$ cat src/rtl/cpu_pkg.sv
// Shared definitions for the simplified RISC CPU: opcodes, sequencer state
// encoding, strobe bundle and the ALU-group helper.
package cpu_pkg;

    localparam logic [2:0] OP_HLT = 3'b000;
    localparam logic [2:0] OP_SKZ = 3'b001;
    localparam logic [2:0] OP_ADD = 3'b010;
    localparam logic [2:0] OP_AND = 3'b011;
    localparam logic [2:0] OP_XOR = 3'b100;
    localparam logic [2:0] OP_LDA = 3'b101;
    localparam logic [2:0] OP_STO = 3'b110;
    localparam logic [2:0] OP_JMP = 3'b111;

    localparam logic [3:0] ST_IDLE   = 4'd0;
    localparam logic [3:0] ST_S0     = 4'd1;
    localparam logic [3:0] ST_S1     = 4'd2;
    localparam logic [3:0] ST_S2     = 4'd3;
    localparam logic [3:0] ST_S3     = 4'd4;
    localparam logic [3:0] ST_S4     = 4'd5;
    localparam logic [3:0] ST_S5     = 4'd6;
    localparam logic [3:0] ST_S6     = 4'd7;
    localparam logic [3:0] ST_S7     = 4'd8;
    localparam logic [3:0] ST_HALTED = 4'd9;

    typedef struct packed {
        logic rd;
        logic wr;
        logic load_ir;
        logic inc_pc;
        logic load_pc;
        logic load_acc;
        logic datactl_ena;
        logic halt;
        logic busy;
    } strobe_t;

    // Opcodes that read an operand from memory into the accumulator path.
    function automatic logic is_alu_op(input logic [2:0] op);
        return (op == OP_ADD) || (op == OP_AND) || (op == OP_XOR) || (op == OP_LDA);
    endfunction

endpackage

$ cat src/rtl/instr_seq_decode.sv
// Combinational strobe decode from sequencer state plus the latched opcode
// and zero flag.
module instr_seq_decode
    import cpu_pkg::*;
(
    input  logic [3:0] state,
    input  logic [2:0] opc_q,
    input  logic       zero_q,
    output strobe_t    strobes
);

    logic alu_op;
    logic skip_taken;

    assign alu_op     = is_alu_op(opc_q);
    assign skip_taken = (opc_q == OP_SKZ) && zero_q;

    always_comb begin
        strobes = '0;
        strobes.busy = (state >= ST_S0) && (state <= ST_S7);
        case (state)
            ST_S0: begin
                strobes.rd      = 1'b1;
                strobes.load_ir = 1'b1;
            end
            ST_S1: begin
                strobes.rd      = 1'b1;
                strobes.load_ir = 1'b1;
                strobes.inc_pc  = 1'b1;
            end
            ST_S3: begin
                strobes.inc_pc = (opc_q != OP_HLT);
                strobes.halt   = (opc_q == OP_HLT);
            end
            ST_S4: begin
                strobes.rd          = alu_op;
                strobes.load_pc     = (opc_q == OP_JMP);
                strobes.datactl_ena = (opc_q == OP_STO);
            end
            ST_S5: begin
                strobes.rd          = alu_op;
                strobes.load_acc    = alu_op;
                strobes.load_pc     = (opc_q == OP_JMP);
                strobes.wr          = (opc_q == OP_STO);
                strobes.datactl_ena = (opc_q == OP_STO);
                strobes.inc_pc      = skip_taken;
            end
            ST_S6: begin
                strobes.rd          = alu_op;
                strobes.datactl_ena = (opc_q == OP_STO);
            end
            ST_S7: begin
                strobes.inc_pc = skip_taken;
            end
            ST_HALTED: begin
                strobes.halt = 1'b1;
            end
            default: begin
            end
        endcase
    end

endmodule

$ cat src/rtl/instr_seq_ctrl.sv
// 8-cycle fetch/execute sequencer for the simplified RISC CPU.
// Optional INSTR_SEQ_RESUME_EN adds a resume input that restarts from HALTED.
module instr_seq_ctrl
    import cpu_pkg::*;
#(
    parameter int OPC_W = 3
) (
    input  logic             clk,
    input  logic             rst,
    input  logic             ena,
`ifdef INSTR_SEQ_RESUME_EN
    input  logic             resume,
`endif
    input  logic [OPC_W-1:0] opcode,
    input  logic             zero,
    output logic             rd,
    output logic             wr,
    output logic             load_ir,
    output logic             inc_pc,
    output logic             load_pc,
    output logic             load_acc,
    output logic             datactl_ena,
    output logic             halt,
    output logic             busy
);

    logic [3:0]       state_reg;
    logic [3:0]       state_next;
    logic [OPC_W-1:0] opc_q;
    logic             zero_q;
    strobe_t          strobes;
    strobe_t          strobes_out;

    always_comb begin
        state_next = state_reg;
        case (state_reg)
            ST_IDLE:   state_next = ena ? ST_S0 : ST_IDLE;
            ST_S0, ST_S1, ST_S2, ST_S4, ST_S5, ST_S6:
                       state_next = state_reg + 4'd1;
            ST_S3:     state_next = (opc_q == OP_HLT) ? ST_HALTED : ST_S4;
            ST_S7:     state_next = ena ? ST_S0 : ST_IDLE;
            ST_HALTED: begin
`ifdef INSTR_SEQ_RESUME_EN
                if (resume) begin
                    state_next = ST_S0;
                end
`endif
            end
            default:   state_next = ST_IDLE;
        endcase
    end

    always_ff @(posedge clk) begin
        if (rst) begin
            state_reg <= ST_IDLE;
            opc_q     <= '0;
            zero_q    <= 1'b0;
        end else begin
            state_reg <= state_next;
            // Opcode and zero flag are frozen for the rest of the instruction.
            if (state_reg == ST_S2) begin
                opc_q  <= opcode;
                zero_q <= zero;
            end
        end
    end

    instr_seq_decode u_decode (
        .state   (state_reg),
        .opc_q   (opc_q),
        .zero_q  (zero_q),
        .strobes (strobes)
    );

    // Reset blanks every strobe immediately so an interrupted cycle cannot
    // leak a write, load or PC update.
    assign strobes_out = rst ? '0 : strobes;

    assign rd          = strobes_out.rd;
    assign wr          = strobes_out.wr;
    assign load_ir     = strobes_out.load_ir;
    assign inc_pc      = strobes_out.inc_pc;
    assign load_pc     = strobes_out.load_pc;
    assign load_acc    = strobes_out.load_acc;
    assign datactl_ena = strobes_out.datactl_ena;
    assign halt        = strobes_out.halt;
    assign busy        = strobes_out.busy;

endmodule

$ cat config.mk
export PLATFORM = sky130hd
export DESIGN_NAME = instr_seq_ctrl
export DESIGN_NICKNAME = d
export VERILOG_FILES = /design/src/rtl/cpu_pkg.sv /design/src/rtl/instr_seq_decode.sv /design/src/rtl/instr_seq_ctrl.sv
export SDC_FILE = /design/constraint.sdc
export NUM_CORES = 1
export LEC_CHECK = 0
export ABC_AREA = 1
export CORE_UTILIZATION = 46
export DETAILED_ROUTE_END_ITERATION = 10
export HOLD_SLACK_MARGIN = 0.06
export PLACE_DENSITY = 0.76
export SETUP_SLACK_MARGIN = 0.5
export SYNTH_ARGS = -nofsm -noshare
export SYNTH_HDL_FRONTEND = slang
export SYNTH_SLANG_ARGS = --single-unit
$ cat constraint.sdc
create_clock -name clk -period 1.86 [get_ports clk]
set_input_delay 0.465 -clock clk [delete_from_list [all_inputs] [get_ports clk]]
set_output_delay 0.465 -clock clk [all_outputs]
set_load 0.05 [all_outputs]
==> results of run 1 <==
==> through the flow <==
| step | worst slack (ns) | hold WS [ns] | cells | utilization |
|---|---|---|---|---|
| detailed placement | -0.1847 | 0.5319 | 125 | 0.9156 |
| floorplan | 0.1619 | 0.4768 | 93 | - |
| global placement | -0.1736 | 0.4980 | 125 | 0.9156 |
==> cell usage after synthesis (2+ instances only) <==
cell type	count
a21oi_1	6
inv_1	12
nand3_1	9
nand2_2	4
o21ai_2	3
nand2_1	11
inv_2	3
nor2_2	2
dfxtp_1	8
a21oi_2	3
nor2_1	14
o21ai_0	5
ha_1	5
==> logic make-up after synthesis <==
logic type	share of synthesized area
adders and majority gates	0.1008
DFF	0.2581
buffers and inverters	0.1129
AOI/OAI and AO/OA	0.1855
and+or+nand+nor	0.3427
==> summary.md, run 1 <==
| Metric | Value |
|---|---|
| Std cell rows | `12` |
| Most area-consuming cells after synthesis | `dfxtp_1 (26%), ha_1 (10%), nor2_1 (8.5%), nand3_1 (7.3%), inv_1 (7.3%)` |
| Mapped cell area | `620.6 µm²` |
| Die Span X | `38.73 µm` |
| Die height | `38.73 µm` |
| Resize count post-CTS | `27` |
| # IOs | `16` |
| Routability cong. | `0.8657` |
| Post-synthesis cell count | `93` |
| Synth top area share | `0.2581` |
| Area leader, netlist | `dfxtp_1` |
| Syn_nets | `105` |
| Clock Path Buffers | `2` |
| Run status | `did not finish` |
| Asr flop ratio synth | `0` |
| Synth Register Bits | `8` |
| Initial core utilization | `0.5232` |
| Number of clock buffers inserted by TritonCTS | `3` |
| Mean post-synth cell area | `6.673 µm²` |
| Placed Area | `0.001086 mm²` |
| Post-synth cell types | `21` |
| Ys flop type | `dfxtp_1` |
| Hold Buf Count CTS | `0` |
| Total setup buffers inserted after CTS | `8` |
| Stop err | `[ERROR DPL-0038] Utilization greater than 100%, impossible to legalize` |
| Port bufs | `15` |
| Clock Sinks | `8` |
| YS warnings | `0` |
| Max H-tree Level | `1` |
| Seq/Total Area, Yosys | `0.2581` |
| Exit stage | `4_1_cts` |
| Root buf cell | `clkbuf_4` |
| Post-DP HPWL | `1526 µm` |
| Number of synthesized flops with an enable pin | `0` |
==> inputs of run 2 (changes only) <==
--- a/config.mk
+++ b/config.mk
@@ -6,11 +6,10 @@
 export NUM_CORES = 1
 export LEC_CHECK = 0
 export ABC_AREA = 1
-export CORE_UTILIZATION = 46
+export CORE_AREA = 2 2 63 65
 export DETAILED_ROUTE_END_ITERATION = 10
-export HOLD_SLACK_MARGIN = 0.06
-export PLACE_DENSITY = 0.76
-export SETUP_SLACK_MARGIN = 0.5
+export DIE_AREA = 0 0 65 67
+export PLACE_DENSITY_LB_ADDON = 0.15
 export SYNTH_ARGS = -nofsm -noshare
 export SYNTH_HDL_FRONTEND = slang
 export SYNTH_SLANG_ARGS = --single-unit
==> run 2 against run 1 <==
  * The flow now finishes, with violations (setup timing)
  * Area after synthesis unchanged
  * Synthesized cell count unchanged
==> summary.md, run 2 <==
| Metric | Value |
|---|---|
| Mean post-synth cell area | `6.673 µm² (unchanged)` |
| Clock power share | `0.314` |
| Combinational Power Share | `0.390` |
| Layout cell share with drive strength beyond 1 | `0.6090` |
| CTS tree | `done` |
| Drt drc | `0` |
| WL/cell | `9.928 µm` |
| Area grow syn2layout | `117.1%` |
| Failing checks | `setup timing` |
| Post-synth cell types | `21 (unchanged)` |
| Port bufs | `15 (unchanged)` |
| Run status | `finished with violations (was did not finish)` |
| Initial antenna violation count | `0` |
| Pwr Total | `0.6392 mW` |
| Post-DP HPWL | `1455 µm (was 1526 µm)` |
| Std cell rows | `22 (was 12)` |
| Max reg flops | `4` |
| Commonest non-fill, non-tap cell in the layout | `buf_4` |
| Clock Path Buffers | `2 (unchanged)` |
| Flop pwr share | `0.296` |
| FILL cells | `350` |
| Switch share | `0.2964` |
| Clock Sinks | `8 (unchanged)` |
| R2r setup slk | `0.55 ns` |
| Asr flop ratio synth | `0 (unchanged)` |
| Most frequent cells in the layout | `buf_4 (19), nand2_1 (11), nor2_1 (10)` |
| Slew headroom | `0.8248` |
| Top cells by count, synth | `nor2_1 (14), inv_1 (12), nand2_1 (11), nand3_1 (9), dfxtp_1 (8) (unchanged)` |
| Crit share post-route | `1.043` |
| Area leader, netlist | `dfxtp_1 (unchanged)` |
| Peak Freq | `515.7 MHz` |
| Register area | `172.7 µm²` |
| Mapped cell area | `620.6 µm² (unchanged)` |
| Vias per cell | `3.906` |
| First drt pass iteration count | `2` |
| Critical Path RT | `1.39 ns` |
| Most area-consuming cells after synthesis | `dfxtp_1 (26%), ha_1 (10%), nor2_1 (8.5%), nand3_1 (7.3%), inv_1 (7.3%) (unchanged)` |
| Starting DRC count in detailed routing | `13` |
| Power Dens Cells | `474.3 mW/mm²` |
| Worst-skew pair later-pin latency | `0.22 ns` |
| Full die area | `0.004355 mm²` |
| Fin Hold WS | `0.5228 ns` |
| YS warnings | `0 (unchanged)` |
| Crit start category | `flop` |
| Seq/Total Area, Yosys | `0.2581 (unchanged)` |
| Number of max-cap violations | `0` |
| Arr. time, crit path | `1.47 ns` |
| Cell-internal power | `0.4497 mW` |
| Synth top area share | `0.2581 (unchanged)` |
| Largest net degree at the start of global routing | `8` |
| Reg2Reg Depth | `8` |
| Peak VDD IR | `134.2 µV` |
| Routed wire length | `1797 µm` |
| Die height | `67 µm (was 38.73 µm)` |
| CP Capture Type | `primary output` |
| Hold WC Path Type | `reg2reg` |
| CP max FO | `4` |
| Cells after DPL | `171 (was 125)` |
| Initial core utilization | `0.1721 (was 0.5232)` |
| Vias in the first global route | `708` |
| Max H-tree Level | `1 (unchanged)` |
| Worst setup skew after layout | `0.001467 ns` |
| Unrepaired setup endpoints after global routing | `yes` |
| Final Worst Setup Slack | `-0.07914 ns` |
| # IOs | `16 (unchanged)` |
| Critical R2R Launch | `state_reg[1]$_SDFFE_PP0P_` |
| Die Span X | `65 µm (was 38.73 µm)` |
| Final TNS setup | `-0.2391 ns` |
| Post-route minimum period | `1.939 ns` |
| Routability cong. | `0.7868 (was 0.8657)` |
| Max Slew Vio Count | `0` |
| Worst slew pin tran | `0.2608 ns` |
| Root buf cell | `clkbuf_8 (was clkbuf_4)` |
| Routed Antenna Nets | `0` |
| Final hold viol count | `0` |
| Number of synthesized flops with an enable pin | `0 (unchanged)` |
| Via Count | `707` |
| Critical setup path kind | `reg2out` |
| NumNets Final | `147` |
| Leakage | `0.5525 nW` |
| R2r endpoint | `opc_q[0]$_SDFFE_PP0N_` |
| Tot GR Track Use | `0.09305` |
| Ant diodes | `0` |
| Syn_nets | `105 (unchanged)` |
| P_sw | `0.1894 mW` |
| Synth Register Bits | `8 (unchanged)` |
| First-pass GRT wire length | `3015 µm` |
| Critical path startpoint | `state_reg[0]$_SDFFE_PP0P_` |
| Post-synthesis cell count | `93 (unchanged)` |
| Global route total overflow | `0` |
| HP Start | `zero_q$_SDFFE_PP0N_` |
| Ys flop type | `dfxtp_1 (unchanged)` |
| Finish-stage setup viols | `5` |
| Core Area | `0.003606 mm²` |
| Clk slew on worst S/H paths | `0.04 ns` |
| Multi-input combinational cell area | `568.0 µm²` |
| Count leader, synth | `nor2_1 (unchanged)` |
| Number of clock buffers inserted by TritonCTS | `3 (unchanged)` |
| Final cell count without fillers | `181` |
| Setup crit end | `busy` |
[run 2: cell counts after synthesis]
Identical to the previous run, type by type.
[run 2: per-stage QoR]
step	utilization	cell area, µm²	setup WS (ns)
after global routing	0.3737	1348	-0.1266
after CTS	0.3414	1231	-0.1133
after floorplan	-	664.4	-0.1763
after detailed placement	0.2988	1077	-0.1832
after global placement	0.2988	1077	-0.1686
final	0.3737	1348	-0.07914
[run 2: worst min path at each step]
stage,endpoint,slack [ns],cells past startpoint
detailed placement,zero_q$_SDFFE_PP0N_,0.51,2
floorplan,zero_q$_SDFFE_PP0N_,0.48,2
global placement,zero_q$_SDFFE_PP0N_,0.51,2
global route,state_reg[0]$_SDFFE_PP0P_,0.57,2
CTS,zero_q$_SDFFE_PP0N_,0.53,2
finish,zero_q$_SDFFE_PP0N_,0.52,2
[run 2: area by class of cell]
type | count | area share
Multi-Input combinational cell | 68 | 0.4215
Inverter | 16 | 0.05757
Clock buffer | 3 | 0.03064
Sequential cell | 8 | 0.1281
Tap cell | 48 | 0.04457
Timing Repair Buffer | 38 | 0.3175
[run 2: logic make-up (layout without fill, tap and decap cells)]
| family | Yosys count | after routing | synth area share |
|---|---|---|---|
| and+or+nand+nor | 45 | 45 | 0.3427 |
| buffers and inverters | 17 | 57 | 0.1129 |
| adders and majority gates | 5 | 5 | 0.1008 |
| AOI/OAI and AO/OA | 18 | 18 | 0.1855 |
| DFF | 8 | 8 | 0.2581 |
[run 2: routing by layer]
metal / GRT usage / part of all wire
met4: 0.05585 / 0.019
met2: 0.1753 / 0.54
met5: 0 / 0
met3: 0.01858 / 0.029
met1: 0.09403 / 0.41
[run 2: timing repair]
| action | CTS | global route |
|---|---|---|
| pin swaps | 7 | 12 |
| endpoints found under the setup margin | 9 | 8 |
| hold buffers | 0 | 0 |
| resized for setup | 31 | 19 |
| hold endpoints to repair | 0 | 0 |
| buffers inserted | 2 | 5 |
[run 2: worst max-delay path, stage by stage, from the launching register on]
cell      delay [ns]
dfxtp_4         0.39
inv_6           0.06
buf_6           0.11
ha_4            0.14
nor3b_4         0.15
a211oi_4        0.24
buf_12          0.17
[run 2: power by group through the flow]
stage / clock network, mW / registers (mW) / logic [mW]
finish: 0.201 / 0.189 / 0.249
detailed placement: 0 / 0.187 / 0.193
global route: 0.211 / 0.190 / 0.269
CTS: 0.204 / 0.188 / 0.223
global placement: 0 / 0.187 / 0.194
floorplan: 0 / 0.186 / 0.0952
Note: power is estimated with default switching activity, not from simulation.
==> inputs of run 3 (changes only) <==
--- a/config.mk
+++ b/config.mk
@@ -10,6 +10,7 @@
 export DETAILED_ROUTE_END_ITERATION = 10
 export DIE_AREA = 0 0 65 67
 export PLACE_DENSITY_LB_ADDON = 0.15
+export SKIP_CTS_REPAIR_TIMING = 1
 export SYNTH_ARGS = -nofsm -noshare
 export SYNTH_HDL_FRONTEND = slang
 export SYNTH_SLANG_ARGS = --single-unit
==> run 3 against run 2 <==
  * The flow still finishes with violations (setup timing)
  * Final cell count decreased by 1.7%
  * Sequential cell count unchanged
  * Core utilization decreased by 1.5 points
  * Cell area decreased by 4.1%
==> summary.md, run 3 (synthesis results as in run 2) <==
| Metric | Value |
|---|---|
| Commonest non-fill, non-tap cell in the layout | `buf_4 (unchanged)` |
| Critical Path RT | `1.39 ns (about the same)` |
| Std cell rows | `22 (unchanged)` |
| Worst setup skew after layout | `0.0003856 ns (was 0.001467 ns)` |
| Fin Hold WS | `0.5214 ns (was 0.5228 ns)` |
| Vias in the first global route | `681 (was 708)` |
| Clock Sinks | `8 (unchanged)` |
| CP max FO | `4 (unchanged)` |
| Full die area | `0.004355 mm² (unchanged)` |
| Slowest CP cell | `dfxtp_4 (unchanged)` |
| Hold WC Path Type | `reg2reg (unchanged)` |
| Layout cell share with drive strength beyond 1 | `0.5846 (was 0.6090)` |
| Max reg flops | `4 (unchanged)` |
| Finish-stage setup viols | `6 (was 5)` |
| NumNets Final | `144 (was 147)` |
| Number of clock buffers inserted by TritonCTS | `3 (unchanged)` |
| Final hold viol count | `0 (unchanged)` |
| Crit share post-route | `1.075 (was 1.043)` |
| Cells after DPL | `171 (unchanged)` |
| Routed Antenna Nets | `0 (unchanged)` |
| Via Count | `707 (unchanged)` |
| Initial core utilization | `0.1721 (unchanged)` |
| Most frequent cells in the layout | `buf_4 (16), nand2_1 (11), nor2_1 (9), buf_12 (9) (was buf_4 (19), nand2_1 (11), nor2_1 (10))` |
| Leakage | `0.5448 nW (was 0.5525 nW)` |
| Root buf cell | `clkbuf_8 (unchanged)` |
| Power Dens Cells | `473.5 mW/mm² (was 474.3 mW/mm²)` |
| Slew headroom | `0.7445 (was 0.8248)` |
| Peak VDD IR | `185.0 µV (was 134.2 µV)` |
| Initial antenna violation count | `0 (unchanged)` |
| Area grow syn2layout | `108.3% (was 117.1%)` |
| Clock Path Buffers | `2 (unchanged)` |
| Final cell count without fillers | `178 (was 181)` |
| Slowest stage delay, CP | `0.37 ns (was 0.39 ns)` |
| Peak Freq | `500.2 MHz (was 515.7 MHz)` |
| Run status | `finished with violations (unchanged)` |
| Clk slew on worst S/H paths | `0.04 ns (about the same)` |
| Core Area | `0.003606 mm² (unchanged)` |
| Unrepaired setup endpoints after global routing | `yes (unchanged)` |
| First drt pass iteration count | `2 (unchanged)` |
| Final Worst Setup Slack | `-0.1391 ns (was -0.07914 ns)` |
| Ant diodes | `0 (unchanged)` |
| Port bufs | `15 (unchanged)` |
| Post-DP HPWL | `1455 µm (unchanged)` |
| CP Capture Type | `primary output (unchanged)` |
| Critical setup path kind | `reg2out (unchanged)` |
| Largest net degree at the start of global routing | `8 (unchanged)` |
| WL/cell | `10.02 µm (was 9.928 µm)` |
| Drt drc | `0 (unchanged)` |
| Vias per cell | `3.972 (was 3.906)` |
| Failing checks | `setup timing (unchanged)` |
| Max H-tree Level | `1 (unchanged)` |
| Tot GR Track Use | `0.08835 (was 0.09305)` |
| Post-route minimum period | `1.999 ns (was 1.939 ns)` |
| Critical path cell sequence | `inv_6 > ha_4 > nor2_2 > a21oi_2 > nand3_2 > a21oi_4 > buf_12 (was inv_6 > buf_6 > ha_4 > nor3b_4 > a211oi_4 > buf_12)` |
| Die Span X | `65 µm (unchanged)` |
| Routed wire length | `1784 µm (was 1797 µm)` |
| Starting DRC count in detailed routing | `7 (was 13)` |
| Crit start category | `flop (unchanged)` |
| Pwr Total | `0.6120 mW (was 0.6392 mW)` |
| Global route total overflow | `0 (unchanged)` |
| Number of max-cap violations | `0 (unchanged)` |
| CTS tree | `done (unchanged)` |
| Arr. time, crit path | `1.53 ns (was 1.47 ns)` |
| Worst slew pin tran | `0.3824 ns (was 0.2608 ns)` |
| Die height | `67 µm (unchanged)` |
| Max Slew Vio Count | `0 (unchanged)` |
| First-pass GRT wire length | `2870 µm (was 3015 µm)` |
| Worst-skew pair later-pin latency | `0.22 ns (about the same)` |
| Routability cong. | `0.7868 (unchanged)` |
| # IOs | `16 (unchanged)` |
| FILL cells | `363 (was 350)` |
==> run 3: worst paths after layout <==
check,from,depth (start not counted),to,slack [ns]
worst max-delay path,state_reg[0]$_SDFFE_PP0P_,7,rd,-0.14
worst min-delay path,zero_q$_SDFFE_PP0N_,2,zero_q$_SDFFE_PP0N_,0.52
worst max register to register,state_reg[0]$_SDFFE_PP0P_,8,state_reg[3]$_SDFFE_PP0P_,0.50
worst min register to register,zero_q$_SDFFE_PP0N_,2,zero_q$_SDFFE_PP0N_,0.52
==> run 3: metal layers <==
layer | global-route usage | up-vias | share of wire
li1 | - | 377 | -
met5 | 0 | - | 0
met2 | 0.1495 | 17 | 0.52
met1 | 0.09687 | 309 | 0.42
met3 | 0.01858 | 4 | 0.032
met4 | 0.06649 | 0 | 0.029
==> run 3: stage by stage <==
stage,utilization,setup TNS (ns),setup slack [ns],cell area (µm²)
global route,0.3584,-1.018,-0.1865,1292
global placement,0.2988,-1.003,-0.1686,1077
CTS,0.3102,-1.572,-0.2593,1119
detailed placement,0.2988,-0.9824,-0.1832,1077
floorplan,-,-0.3811,-0.1763,664.4
finish,0.3584,-0.4703,-0.1391,1292
==> run 3: area by class of cell <==
cell class | count | area [µm²] | share of cell area
Multi-Input combinational cell | 68 | 538.0 | 0.4163
Timing Repair Buffer | 35 | 407.9 | 0.3156
Sequential cell | 8 | 172.7 | 0.1336
Inverter | 16 | 72.57 | 0.05615
Tap cell | 48 | 60.06 | 0.04647
Clock buffer | 3 | 41.29 | 0.03195
==> run 3: worst max-delay path, delay by kind of cell, from the launching register on <==
kind,cells,cell delay (ns)
DFF,1,0.37
adders and majority gates,1,0.17
buffers and inverters,2,0.23
and+or+nand+nor,2,0.17
AOI/OAI and AO/OA,2,0.36
==> run 3: where the power goes <==
part           switching, mW  leakage, nW  internal (mW)
registers             0.0115       0.0675          0.177
logic                  0.110        0.456          0.113
clock network         0.0616       0.0216          0.140
==> RTL edit 1 (config.mk and constraints of run 2) <==
Make the reset (`rst`) asynchronous in one clocked block.
--- a/src/rtl/instr_seq_ctrl.sv
+++ b/src/rtl/instr_seq_ctrl.sv
@@ -50,7 +50,7 @@
         endcase
     end
 
-    always_ff @(posedge clk) begin
+    always_ff @(posedge clk or posedge rst) begin
         if (rst) begin
             state_reg <= ST_IDLE;
             opc_q     <= '0;
Formal check against the unedited RTL: no difference found for any inputs over 10 cycles, from zero or initial values and one cycle with rst high; that may be too few to reach the edited logic, so the function may still have changed.
==> RTL edit 1 against run 2 <==
- the run still ends with negative setup slack left
- sequential cell count unchanged
- worst setup slack worse by 0.15 ns
- synthesized cell count down 2.2%
- area after synthesis down 3.2%
- die area unchanged
- wire length up 6.0%
- design area down 1.7%
- sequential share of layout area up 2.5 points
- highest routed layer is now met3
Power is left out: it rests on default switching activity, and per cell area and clock period it moved more than threefold.
==> RTL edit 1: results (changes against run 2) <==
- Outcome: complete, but fails checks
- Failing checks: negative setup slack
- Placed insts: 172 (+0.58%)
- Inverters: 13 (-3)
- Setup violators final: 9 (+4)
- Final Instance Area: 1330 um^2 (-1.7%)
- Bufs w/o clock: 40 (+5.3%)
- HP Class: primary input to asynchronous set/reset pin
- Crit path largest cell delay: 0.42 ns (+0.03 ns)
- Fraction of area in multi-input gates: 0.386 (-0.0353)
- Worst slew margin: 0.805 (-0.0201)
- Ranking of synthesized cells by area: dfrtp_1 (33%), nand2_1 (15%), ha_1 (10%), nor2_1 (9.4%), inv_1 (7.5%)
- Final setup margin: -0.232 ns (-0.153 ns)
- Number of distinct library cells after synthesis: 16 (-24%)
- GPL Wtd Cong: 0.763 (-3.0%)
- DR pass1 iterations: 4 (+2)
- Wirelength, routed: 1910 um (+6.0%)
- Avg Cell Area, Syn: 6.60 um^2 (-1.1%)
- Layout cells sized above 1: 0.556 (-0.0526)
- Primary FF master, synth: dfrtp_1
- Via density: 3.88 (-0.71%)
- Iter 0 DRT Violations: 8 (-5)
- HPWL after DPL: 1520 um (+4.3%)
- Fillers: 358 (+2.3%)
- DP Worst Slack: -0.170 ns (+0.0134 ns)
- Clk_skew: 0.000642 ns (-0.000825 ns)
- WL/cell: 10.5 um (+6.0%)
- First-pass GRT wire length: 3040 um (+0.70%)
- Synth async-reset ratio: 1.00 (+1.00)
- Syn nets: 103 (-1.9%)
- Largest net degree at the start of global routing: 10 (+2)
RTL edit 1: changes by cell type in the layout (fill, tap and decap cells not counted), sizes merged, moves of 2 or more:
cell	before	now
inv	16	13
o21ai	8	5
nand2	15	24
dfxtp	8	0
a21oi	9	7
buf	32	34
dfrtp	0	8
RTL edit 1: worst paths after layout:
kind	start	to	slack (ns)	cells past startpoint
worst max register to register	state_reg[1]$_DFFE_PP0P_	state_reg[0]$_DFFE_PP0P_	0.40	10
worst min-delay path	rst	opc_q[0]$_DFFE_PP0N_	0.47	4
min in group clk	zero_q$_DFFE_PP0N_	zero_q$_DFFE_PP0N_	0.48	2
worst min register to register	zero_q$_DFFE_PP0N_	zero_q$_DFFE_PP0N_	0.48	2
worst max-delay path	state_reg[1]$_DFFE_PP0P_	inc_pc	-0.23	10
max in group asynchronous	rst	state_reg[0]$_DFFE_PP0P_	1.25	4
RTL edit 1: timing repair:
item | 4_1_cts | 5_1_grt
gates resized for setup | 24 | 22
setup buffers | 3 | 3
pin swaps | 8 | 9
endpoints found under the setup margin | 9 | 9
RTL edit 1: cells by family (layout without fill, tap and decap cells):
group / after synthesis / after routing
AO/OA/AOI/OAI: 13 / 13
adder cells (fa/ha/maj): 5 / 5
buffers and inverters: 14 / 56
flip-flops: 8 / 8
AND/OR/NAND/NOR: 51 / 51
RTL edit 1: routing by layer:
| layer | wire length [um] | GRT usage | vias up |
|---|---|---|---|
| met5 | 0 | 0 | - |
| li1 | - | - | 372 |
| met1 | 813 | 0.101 | 318 |
| met3 | 62 | 0.0101 | 0 |
| met4 | 0 | 0.0479 | 0 |
| met2 | 1030 | 0.174 | 12 |
RTL edit 1: worst max-delay path, delay by kind of cell, from the launching register on:
family        cells  cell delay [ns]
fa+ha+maj         1             0.14
flops             1             0.42
buf+inv           4             0.42
simple gates      5             0.43
==> RTL edit 2 (flow settings as in run 2) <==
Without the edit above. The option `INSTR_SEQ_RESUME_EN` is turned on by a define.
--- a/src/rtl/instr_seq_ctrl.sv
+++ b/src/rtl/instr_seq_ctrl.sv
@@ -1,5 +1,7 @@
 // 8-cycle fetch/execute sequencer for the simplified RISC CPU.
 // Optional INSTR_SEQ_RESUME_EN adds a resume input that restarts from HALTED.
+`define INSTR_SEQ_RESUME_EN
+
 module instr_seq_ctrl
     import cpu_pkg::*;
 #(
Ports: changed (added resume); port bits go from 16 to 17. No check against the original RTL was run, so the function may have changed too.
==> RTL edit 2 against run 2 <==
- the flow still finishes with violations (negative setup slack)
- design area decreased by 5.6%
- area after synthesis decreased by 7.9%
- sequential cell count unchanged
- wire length increased by 7.1%
- power decreased by 2.6%
- worst setup slack got worse by 0.027 ns
- worst hold slack got worse by 0.024 ns
- critical path type unchanged
- critical endpoint is now inc_pc
==> RTL edit 2: results (changes against run 2) <==
- GRT Total Usage: 0.104 (+0.0111)
- Maximum vdd drop: 0.194 mV (+45%)
- Resized Gates After CTS: 34 (+9.7%)
- DP Worst Slack: -0.137 ns (+0.0459 ns)
- Layout net count: 144 (-2.0%)
- Arrival @ worst endpoint: 1.50 ns (+0.03 ns)
- Wirelength, routed: 1920 um (+7.1%)
- Worst Tran Pin Value: 0.345 ns (+0.0843 ns)
- Total global routing overflow: 0 (unchanged)
- Vias in the first global route: 758 (+7.1%)
- Outcome: complete, but fails checks
- Post-CTS setup buffer count: 4 (+2)
- Failing checks: negative setup slack
- Clk_skew: 0.000436 ns (-0.00103 ns)
- FF-to-FF setup slack: 0.45 ns (-0.10 ns)
- Avg Cell Area, Syn: 6.08 um^2 (-8.8%)
- Critical path endpoint: inc_pc
- Wire length on met2: 1000 um (+3.5%)
- HP Class: flop to flop
- Routed met1 length: 794 um (+7.2%)
- Iter 0 DRT Violations: 25 (+12)
- HPWL after DPL: 1450 um (-0.69%)
- DR top layer: met4
- Ranking of synthesized cells by area: dfxtp_1 (28%), nand2_1 (13%), nor2_1 (12%), ha_1 (11%), nand3_1 (8.8%)
- GPL Wtd Cong: 0.773 (-1.8%)
- Post-synth top cells: nand2_1 (20), nor2_1 (18), inv_1 (11)
- LEAKAGE: 0.507 nW (-8.2%)
- Fillers: 372 (+6.3%)
- Layout cells sized above 1: 0.488 (-0.121)
- HP Start: zero_q$_SDFFE_PP0P_
- Setup TNS: -0.254 ns (-0.0152 ns)
- First-pass GRT wire length: 3370 um (+12%)
- Routed vias: 730 (+3.3%)
- IO Port Bufs: 16 (+1)
- Setup violators final: 5 (unchanged)
- Internal power: 0.434 mW (-3.5%)
- Final setup margin: -0.106 ns (-0.0269 ns)
- Met3 wire length: 67 um (+29%)
- Hold endpoint: zero_q$_SDFFE_PP0P_
- Placed insts: 169 (-1.2%)
- Number of distinct library cells after synthesis: 15 (-29%)
- Largest net degree at the start of global routing: 9 (+1)
- Crit path largest cell delay: 0.37 ns (-0.02 ns)
- DR pass1 iterations: 4 (+2)
- R2r worst-path depth: 9 (+1)
- Finished Layout Cells: 177 (-2.2%)
==> RTL edit 2: layout make-up <==
| class | count | area (um^2) | area share |
|---|---|---|---|
| clock buffer | 3 | 41.3 | 0.0324 |
| inverter | 12 | 52.6 | 0.0413 |
| multi-input combinational | 73 | 563 | 0.442 |
| sequential | 8 | 174 | 0.137 |
| tap | 48 | 60.1 | 0.0472 |
| timing repair buffer | 33 | 382 | 0.300 |
==> RTL edit 2: layer usage <==
| metal | vias up | GRT usage |
|---|---|---|
| met3 | 5 | 0.0169 |
| met2 | 21 | 0.192 |
| met4 | 0 | 0.0745 |
| met5 | - | 0 |
| li1 | 381 | - |
| met1 | 323 | 0.106 |
==> RTL edit 2: power by group through the flow <==
stage          Combinational [mW]  Sequential (mW)  Clock, mW
2_1_floorplan              0.0898            0.185          0
3_3_place_gp                0.186            0.187          0
3_5_place_dp                0.185            0.187          0
4_1_cts                     0.223            0.189      0.213
5_1_grt                     0.249            0.192      0.219
6_report                    0.229            0.190      0.203
==> RTL edit 2: stage by stage <==
step           instance area [um^2]  hold WS [ns]  utilization
4_1_cts                        1200         0.505        0.332
6_report                       1270         0.499        0.353
3_5_place_dp                    998         0.488        0.277
2_1_floorplan                   603         0.456            -
3_3_place_gp                    998         0.487        0.277
5_1_grt                        1270         0.545        0.353
==> RTL edit 2: kinds of logic (layout without fill, tap and decap cells) <==
| logic type | count (synthesis) | count (layout) | share of synthesized area |
|---|---|---|---|
| flops | 8 | 8 | 0.280 |
| simple gates | 53 | 53 | 0.387 |
| buf+inv | 13 | 48 | 0.0875 |
| compound gates | 15 | 15 | 0.136 |
| fa+ha+maj | 5 | 5 | 0.109 |
